==> src/rtl/dma_reg_buf_pkg.sv <==
// Shared types for the posted-write register buffer.
//   state_e   : write-drain FSM states.
//   buf_req_t : default register request (32-bit address/data, byte strobes).
//   buf_rsp_t : default register response.
package dma_reg_buf_pkg;

  localparam int unsigned AddrWidth = 32;
  localparam int unsigned DataWidth = 32;
  localparam int unsigned StrbWidth = DataWidth / 8;

  typedef enum logic [0:0] {
    IDLE = 1'b0,
    WR   = 1'b1
  } state_e;

  typedef struct packed {
    logic [AddrWidth-1:0] addr;
    logic                 write;
    logic [DataWidth-1:0] wdata;
    logic [StrbWidth-1:0] wstrb;
    logic                 valid;
  } buf_req_t;

  typedef struct packed {
    logic [DataWidth-1:0] rdata;
    logic                 error;
    logic                 ready;
  } buf_rsp_t;

endpackage

==> src/rtl/fifo_v3.sv <==
// Synchronous FIFO with the common_cells fifo_v3 port set (test-mode input
// not provided).
//   clk_i/rst_ni     : clock, asynchronous active-low reset
//   flush_i          : synchronous clear of all entries
//   full_o/empty_o   : occupancy flags (registered state only)
//   usage_o          : occupancy count modulo 2**ADDR_DEPTH
//   data_i/push_i    : write side; a push while full is ignored
//   data_o/pop_i     : read side; data_o shows the head entry
module fifo_v3 #(
  parameter bit          FALL_THROUGH = 1'b0,
  parameter int unsigned DEPTH        = 8,
  parameter type         dtype        = logic [31:0],
  parameter int unsigned ADDR_DEPTH   = (DEPTH > 1) ? $clog2(DEPTH) : 1
) (
  input  logic                  clk_i,
  input  logic                  rst_ni,
  input  logic                  flush_i,
  output logic                  full_o,
  output logic                  empty_o,
  output logic [ADDR_DEPTH-1:0] usage_o,
  input  dtype                  data_i,
  input  logic                  push_i,
  output dtype                  data_o,
  input  logic                  pop_i
);

  localparam logic [ADDR_DEPTH-1:0] LastIdx  = ADDR_DEPTH'(DEPTH - 1);
  localparam logic [ADDR_DEPTH:0]   DepthCnt = (ADDR_DEPTH + 1)'(DEPTH);

  dtype                  mem_q [DEPTH];
  logic [ADDR_DEPTH-1:0] rd_ptr_q, wr_ptr_q;
  logic [ADDR_DEPTH:0]   cnt_q;
  logic                  bypass, do_push, do_pop;

  assign full_o  = (cnt_q == DepthCnt);
  assign empty_o = (cnt_q == '0);
  assign usage_o = cnt_q[ADDR_DEPTH-1:0];

  // In fall-through mode an entry pushed and popped while empty never lands
  // in storage.
  assign bypass  = FALL_THROUGH && empty_o && push_i && pop_i;
  assign do_push = push_i && !full_o && !bypass;
  assign do_pop  = pop_i && !empty_o;
  assign data_o  = (FALL_THROUGH && empty_o) ? data_i : mem_q[rd_ptr_q];

  // NOTE: state registers use non-blocking assignments so every flop samples
  // the pre-edge values of the others.
  always_ff @(posedge clk_i or negedge rst_ni) begin
    if (!rst_ni) begin
      rd_ptr_q <= '0;
      wr_ptr_q <= '0;
      cnt_q    <= '0;
    end else if (flush_i) begin
      rd_ptr_q <= '0;
      wr_ptr_q <= '0;
      cnt_q    <= '0;
    end else begin
      if (do_push) wr_ptr_q <= (wr_ptr_q == LastIdx) ? '0 : wr_ptr_q + ADDR_DEPTH'(1);
      if (do_pop)  rd_ptr_q <= (rd_ptr_q == LastIdx) ? '0 : rd_ptr_q + ADDR_DEPTH'(1);
      cnt_q <= cnt_q + (ADDR_DEPTH + 1)'(do_push) - (ADDR_DEPTH + 1)'(do_pop);
    end
  end

  // NOTE: storage has no reset; the count and pointers decide which entries
  // are valid, so stale contents are never observed.
  always_ff @(posedge clk_i) begin
    if (do_push) mem_q[wr_ptr_q] <= data_i;
  end

endmodule

==> src/rtl/dma_reg_posted_wr_buf.sv <==
// Posted-write buffer in front of the register-to-AXI converter.
// Writes are acknowledged when queued; reads are held until all earlier
// writes have drained downstream, then pass through combinationally.
//   clk_i, rst_i  : clock, asynchronous active-high reset
//   slv_req_i/o   : core-side register port (slv_rsp_o is the response)
//   mst_req_o/i   : converter-side register port (mst_rsp_i is the response)
//   wr_pending_o  : queued writes including the one on the master port
//   busy_o        : writes pending or a read being forwarded
//   wr_err_o      : sticky, set when a posted write returns error
module dma_reg_posted_wr_buf
  import dma_reg_buf_pkg::*;
#(
  parameter type         reg_req_t = buf_req_t,
  parameter type         reg_rsp_t = buf_rsp_t,
  parameter int unsigned Depth     = 4,
  parameter int unsigned CntWidth  = $clog2(Depth + 1)
) (
  input  logic                clk_i,
  input  logic                rst_i,
  input  reg_req_t            slv_req_i,
  output reg_rsp_t            slv_rsp_o,
  output reg_req_t            mst_req_o,
  input  reg_rsp_t            mst_rsp_i,
  output logic [CntWidth-1:0] wr_pending_o,
  output logic                busy_o,
  output logic                wr_err_o
);

  localparam int unsigned AddrDepth = (Depth > 1) ? $clog2(Depth) : 1;
  localparam int unsigned AddrW     = $bits(slv_req_i.addr);
  localparam int unsigned DataW     = $bits(slv_req_i.wdata);
  localparam int unsigned StrbW     = $bits(slv_req_i.wstrb);

  typedef struct packed {
    logic [AddrW-1:0] addr;
    logic [DataW-1:0] wdata;
    logic [StrbW-1:0] wstrb;
  } wr_entry_t;

  state_e               state_q, state_d;
  logic                 wr_err_q, wr_err_d;
  wr_entry_t            push_data, head;
  logic                 fifo_full, fifo_empty;
  logic [AddrDepth-1:0] fifo_usage;
  logic                 push, pop, rd_fwd;
  logic [CntWidth-1:0]  count, count_next;

  assign push_data = '{addr: slv_req_i.addr, wdata: slv_req_i.wdata, wstrb: slv_req_i.wstrb};

  // Write ready depends only on registered occupancy, so a pop in the same
  // cycle cannot open a slot combinationally.
  assign push = slv_req_i.valid && slv_req_i.write && !fifo_full;
  assign pop  = (state_q == WR) && mst_rsp_i.ready;

  // usage wraps to zero when full, so full supplies the top value.
  assign count      = fifo_full ? CntWidth'(Depth) : CntWidth'(fifo_usage);
  assign count_next = count + CntWidth'(push) - CntWidth'(pop);

  fifo_v3 #(
    .FALL_THROUGH (1'b0),
    .DEPTH        (Depth),
    .dtype        (wr_entry_t)
  ) i_wr_fifo (
    .clk_i   (clk_i),
    .rst_ni  (~rst_i),
    .flush_i (1'b0),
    .full_o  (fifo_full),
    .empty_o (fifo_empty),
    .usage_o (fifo_usage),
    .data_i  (push_data),
    .push_i  (push),
    .data_o  (head),
    .pop_i   (pop)
  );

  // NOTE: every output of this block gets a default first, so no path through
  // the case leaves a signal unassigned and no latch is inferred.
  always_comb begin
    state_d   = state_q;
    wr_err_d  = wr_err_q;
    mst_req_o = '0;
    slv_rsp_o = '0;
    rd_fwd    = 1'b0;

    if (push) slv_rsp_o.ready = 1'b1;

    unique case (state_q)
      IDLE: begin
        // IDLE always means the FIFO is empty: leaving WR requires count 0.
        if (fifo_empty && slv_req_i.valid && !slv_req_i.write) begin
          rd_fwd    = 1'b1;
          mst_req_o = slv_req_i;
          slv_rsp_o = mst_rsp_i;
        end
        // Moving on count_next lets valid rise the cycle after the push.
        if (count_next != '0) state_d = WR;
      end
      WR: begin
        mst_req_o.addr  = head.addr;
        mst_req_o.wdata = head.wdata;
        mst_req_o.wstrb = head.wstrb;
        mst_req_o.write = 1'b1;
        mst_req_o.valid = 1'b1;
        if (mst_rsp_i.ready) begin
          if (mst_rsp_i.error) wr_err_d = 1'b1;
          if (count_next == '0) state_d = IDLE;
        end
      end
      default: state_d = IDLE;
    endcase
  end

  always_ff @(posedge clk_i or posedge rst_i) begin
    if (rst_i) begin
      state_q  <= IDLE;
      wr_err_q <= 1'b0;
    end else begin
      state_q  <= state_d;
      wr_err_q <= wr_err_d;
    end
  end

  assign wr_pending_o = count;
  assign busy_o       = (count != '0) || rd_fwd;
  assign wr_err_o     = wr_err_q;

endmodule

==> config.mk <==
export PLATFORM = sky130hd
export DESIGN_NAME = dma_reg_posted_wr_buf
export DESIGN_NICKNAME = d
export VERILOG_FILES = /design/src/rtl/dma_reg_buf_pkg.sv /design/src/rtl/fifo_v3.sv /design/src/rtl/dma_reg_posted_wr_buf.sv
export SDC_FILE = /design/constraint.sdc
export NUM_CORES = 1
export LEC_CHECK = 0
export CORE_MARGIN = 3
export CORE_UTILIZATION = 56
export DETAILED_ROUTE_END_ITERATION = 10
export PLACE_DENSITY = 0.95
export SLEW_MARGIN = 15
export SYNTH_ARGS = -nofsm -noshare
export SYNTH_HDL_FRONTEND = slang
export SYNTH_SLANG_ARGS = --single-unit
==> constraint.sdc <==
create_clock -name clk_i -period 7.9 [get_ports clk_i]
set_clock_uncertainty 0.2 [all_clocks]
set_input_delay 1.185 -clock clk_i [delete_from_list [all_inputs] [get_ports clk_i]]
set_output_delay 1.185 -clock clk_i [all_outputs]
set_load 0.01 [all_outputs]
==> metrics.txt <==
Bufs on Longest Clock Path=3; Layout area overhead=29.0%; post-CTS sizing=0; outcome=completed; worst hold path depth=1; drt first pass iters=5; GRT met1 Usage=slightly below 30%; CTS Hold Bufs=0; CP cell instances=clkdlybuf4s50_1 > nor4b_4 > buf_4 > a22o_1 > clkdlybuf4s50_1; first-pass GRT wire length=about 38 mm; routed vias=6168; CP bufs+invs=3; CP max-delay cell=buf_4; Hold Crit Class=reg -> reg; Core Rows=51; startpoint types=primary input; RD Place Congestion=approximately 0.75; RSZ-0062 raised after global routing=no; Ant. Diodes=0; Slew headroom=between 20% and 30%; Tot GR Track Use=between 20% and 30%; hold endpoint=wr_err_o; # IOs=around 220; arrival time worst endpoint=roughly 3700 ps; area of the core=about 20000 um^2; CTS tree=built; ys async rst share=under 10%; GR Util met3=4.57%; Syn. warnings=0; Fin Hold WS=approximately 270 ps; number of routed nets with antenna violations=0; Slew @ Worst Pin=between 1000 and 1500 ps; die width=about 150 um; die area=~22000 um^2; FF+latch count, synth=281; Yosys top cell by area=edfxtp_1; initial DRC count=about 420; Mapped Nets=660; total power=5.15 mW; layout cell share with drive strength beyond 1=16.3%; M2 GR Usage=a little under 40%; reg2reg start=i_wr_fifo.cnt_q[2]; Reg-to-Reg End=state_q; DR WL/cell=about 24 um; Max rail drop VDD=0.251 mV; setup violators final=0; number of flops mapped to enable cells by yosys=between 200 and 300; Pleak=5.02 nW; WP depth=5; CTS buffer count=28; CP max FO=roughly 100; fmax=between 150 and 200 MHz; post-synth top area share=between 70% and 80%; post-DP HPWL=roughly 15 mm; Setup TNS=0 ps; MaxCap Viol Count=0; final hold viol count=0; vias in the first global route=6702; Top cell by count, worst path=clkdlybuf4s50_1; Initial Utilization=between 50 and 60%; Area contributors post-synth=edfxtp_1, mux4_2, a22o_1, and2_1, dfrtp_1; total gr overflow=0; cells after synthesis=approximately 540; Root Buffer=clkbuf_16; drt drc=0; Post-Syn Area=11300 um^2; final worst-path cycle share=64.3%; average vias per placed instance=a little under 6; Crit path required time=about 6500 ps; final net count=slightly below 900; GRT busiest layer=met2; Critical Path End Type=output port; sequential area share after synthesis=around three quarters; Post-synth top flop=edfxtp_1; IO buf count=214; worst skew pair latency=roughly 520 ps; Largest delay share family, worst path=buffers and inverters; r2r setup slk=4870 ps; Worst-path clk slew=approximately 60 ps; Syn Area/Cell=20.9 um^2; drt total wl=approximately 25 mm; worst hold path startpoint=wr_err_o; pre-CTS setup slack=around 2800 ps; Die Y=around 150 um; final setup margin=2820 ps; Largest stage delay, worst path=slightly above 800 ps; R2R cell count=9; Crit Path Class=in -> out; Num Clock Sinks=approximately 280; most frequent cell after synthesis=edfxtp_1; fin. max-slew vios=0; fin crit period=around 5100 ps; commonest cells in the netlist=edfxtp_1, a22o_1, mux4_2; largest net degree at the start of global routing=about 100; Post CTS Setup Buffer Count=0; initial antenna violation count=1; H-tree levels=1; Power Density=around 350 nW/um^2; Synth cell types=27
power breakdown:
part | internal (mW) | switching (mW) | leakage, nW
logic | 1.08 | 0.808 | 1.99
registers | 1.82 | 0.109 | 2.57
clock network | 0.818 | 0.515 | 0.469
final cells by class:
| type | count | area, um^2 |
|---|---|---|
| inverter | 14 | 52.6 |
| sequential | 281 | 8400 |
| multi-input combinational | 209 | 2710 |
| clock buffer | 45 | 876 |
| clock inverter | 7 | 80.1 |
| timing repair buffer | 218 | 2170 |
| tap | 265 | 332 |
| fill | 1114 | 5030 |
logic make-up after synthesis:
family          after synthesis  synth area share, %
fa+ha+maj                    11                 1.35
xor+xnor                      2                0.155
mux                          72                 13.9
compound gates               73                 5.58
buf+inv                      53                 2.11
simple gates                 51                 2.85
flops                       281                 74.1
placed cells by master, fill, tap and decap left out, drive strengths merged:
cell,n
ha,9
fa,2
clkbuf,45
a21o,2
clkinv,5
xnor2,2
nor2b,1
o21ai,1
dfrtp,9
clkdlybuf4s50,214
bufinv,2
buf,4
nand2b,1
nand3,1
nor2,3
edfxtp,272
a211oi,1
nor3,1
nand2,2
or3,2
nor3b,1
a31o,1
nor4b,1
mux4,68
inv,14
a22o,68
mux2,4
and2,38
registers in the layout, indices dropped and copies added (netlist names):
| signal | flops |
|---|---|
| i_wr_fifo.mem_q | 272 |
| i_wr_fifo.cnt_q | 3 |
| i_wr_fifo.rd_ptr_q | 2 |
| i_wr_fifo.wr_ptr_q | 2 |
| state_q | 1 |
| wr_err_o | 1 |
stage by stage:
| stage | util (%) | cell area (um^2) | cells |
|---|---|---|---|
| 6_report | 74.4 | 14600 | 1039 |
| 5_1_grt | 74.4 | 14600 | 1039 |
| 4_1_cts | 74.4 | 14600 | 1039 |
| 3_5_place_dp | 69.5 | 13700 | 987 |
| 3_3_place_gp | 69.5 | 13700 | 987 |
| 2_1_floorplan | - | 11300 | 543 |
routing by layer:
| layer | up-vias | wire length (um) |
|---|---|---|
| li1 | 2666 | - |
| met1 | 3120 | 9310 |
| met2 | 323 | 12900 |
| met3 | 57 | 1900 |
| met4 | 2 | 712 |
| met5 | - | 13 |
worst max path at each step:
stage                       start  slack (ps)                    end
finish              slv_req_i[37]        2820          mst_req_o[63]
floorplan           slv_req_i[37]        4060  i_wr_fifo.mem_q[0][0]
global placement    slv_req_i[37]        2940          mst_req_o[69]
detailed placement  slv_req_i[37]        2810          mst_req_o[64]
CTS                 slv_req_i[37]        2810          mst_req_o[64]
global route        slv_req_i[37]        2710          mst_req_o[63]
worst reg2reg max path, stage by stage (launching register included):
cell and delay (ps):
dfrtp_1 420, nor3b_1 190, nor2_1 580, inv_1 130, ha_1 310, inv_1 40, ha_1 230, fa_1 420
or3_1 370, nand3_1 80
Note: power is estimated with default switching activity, not from simulation.
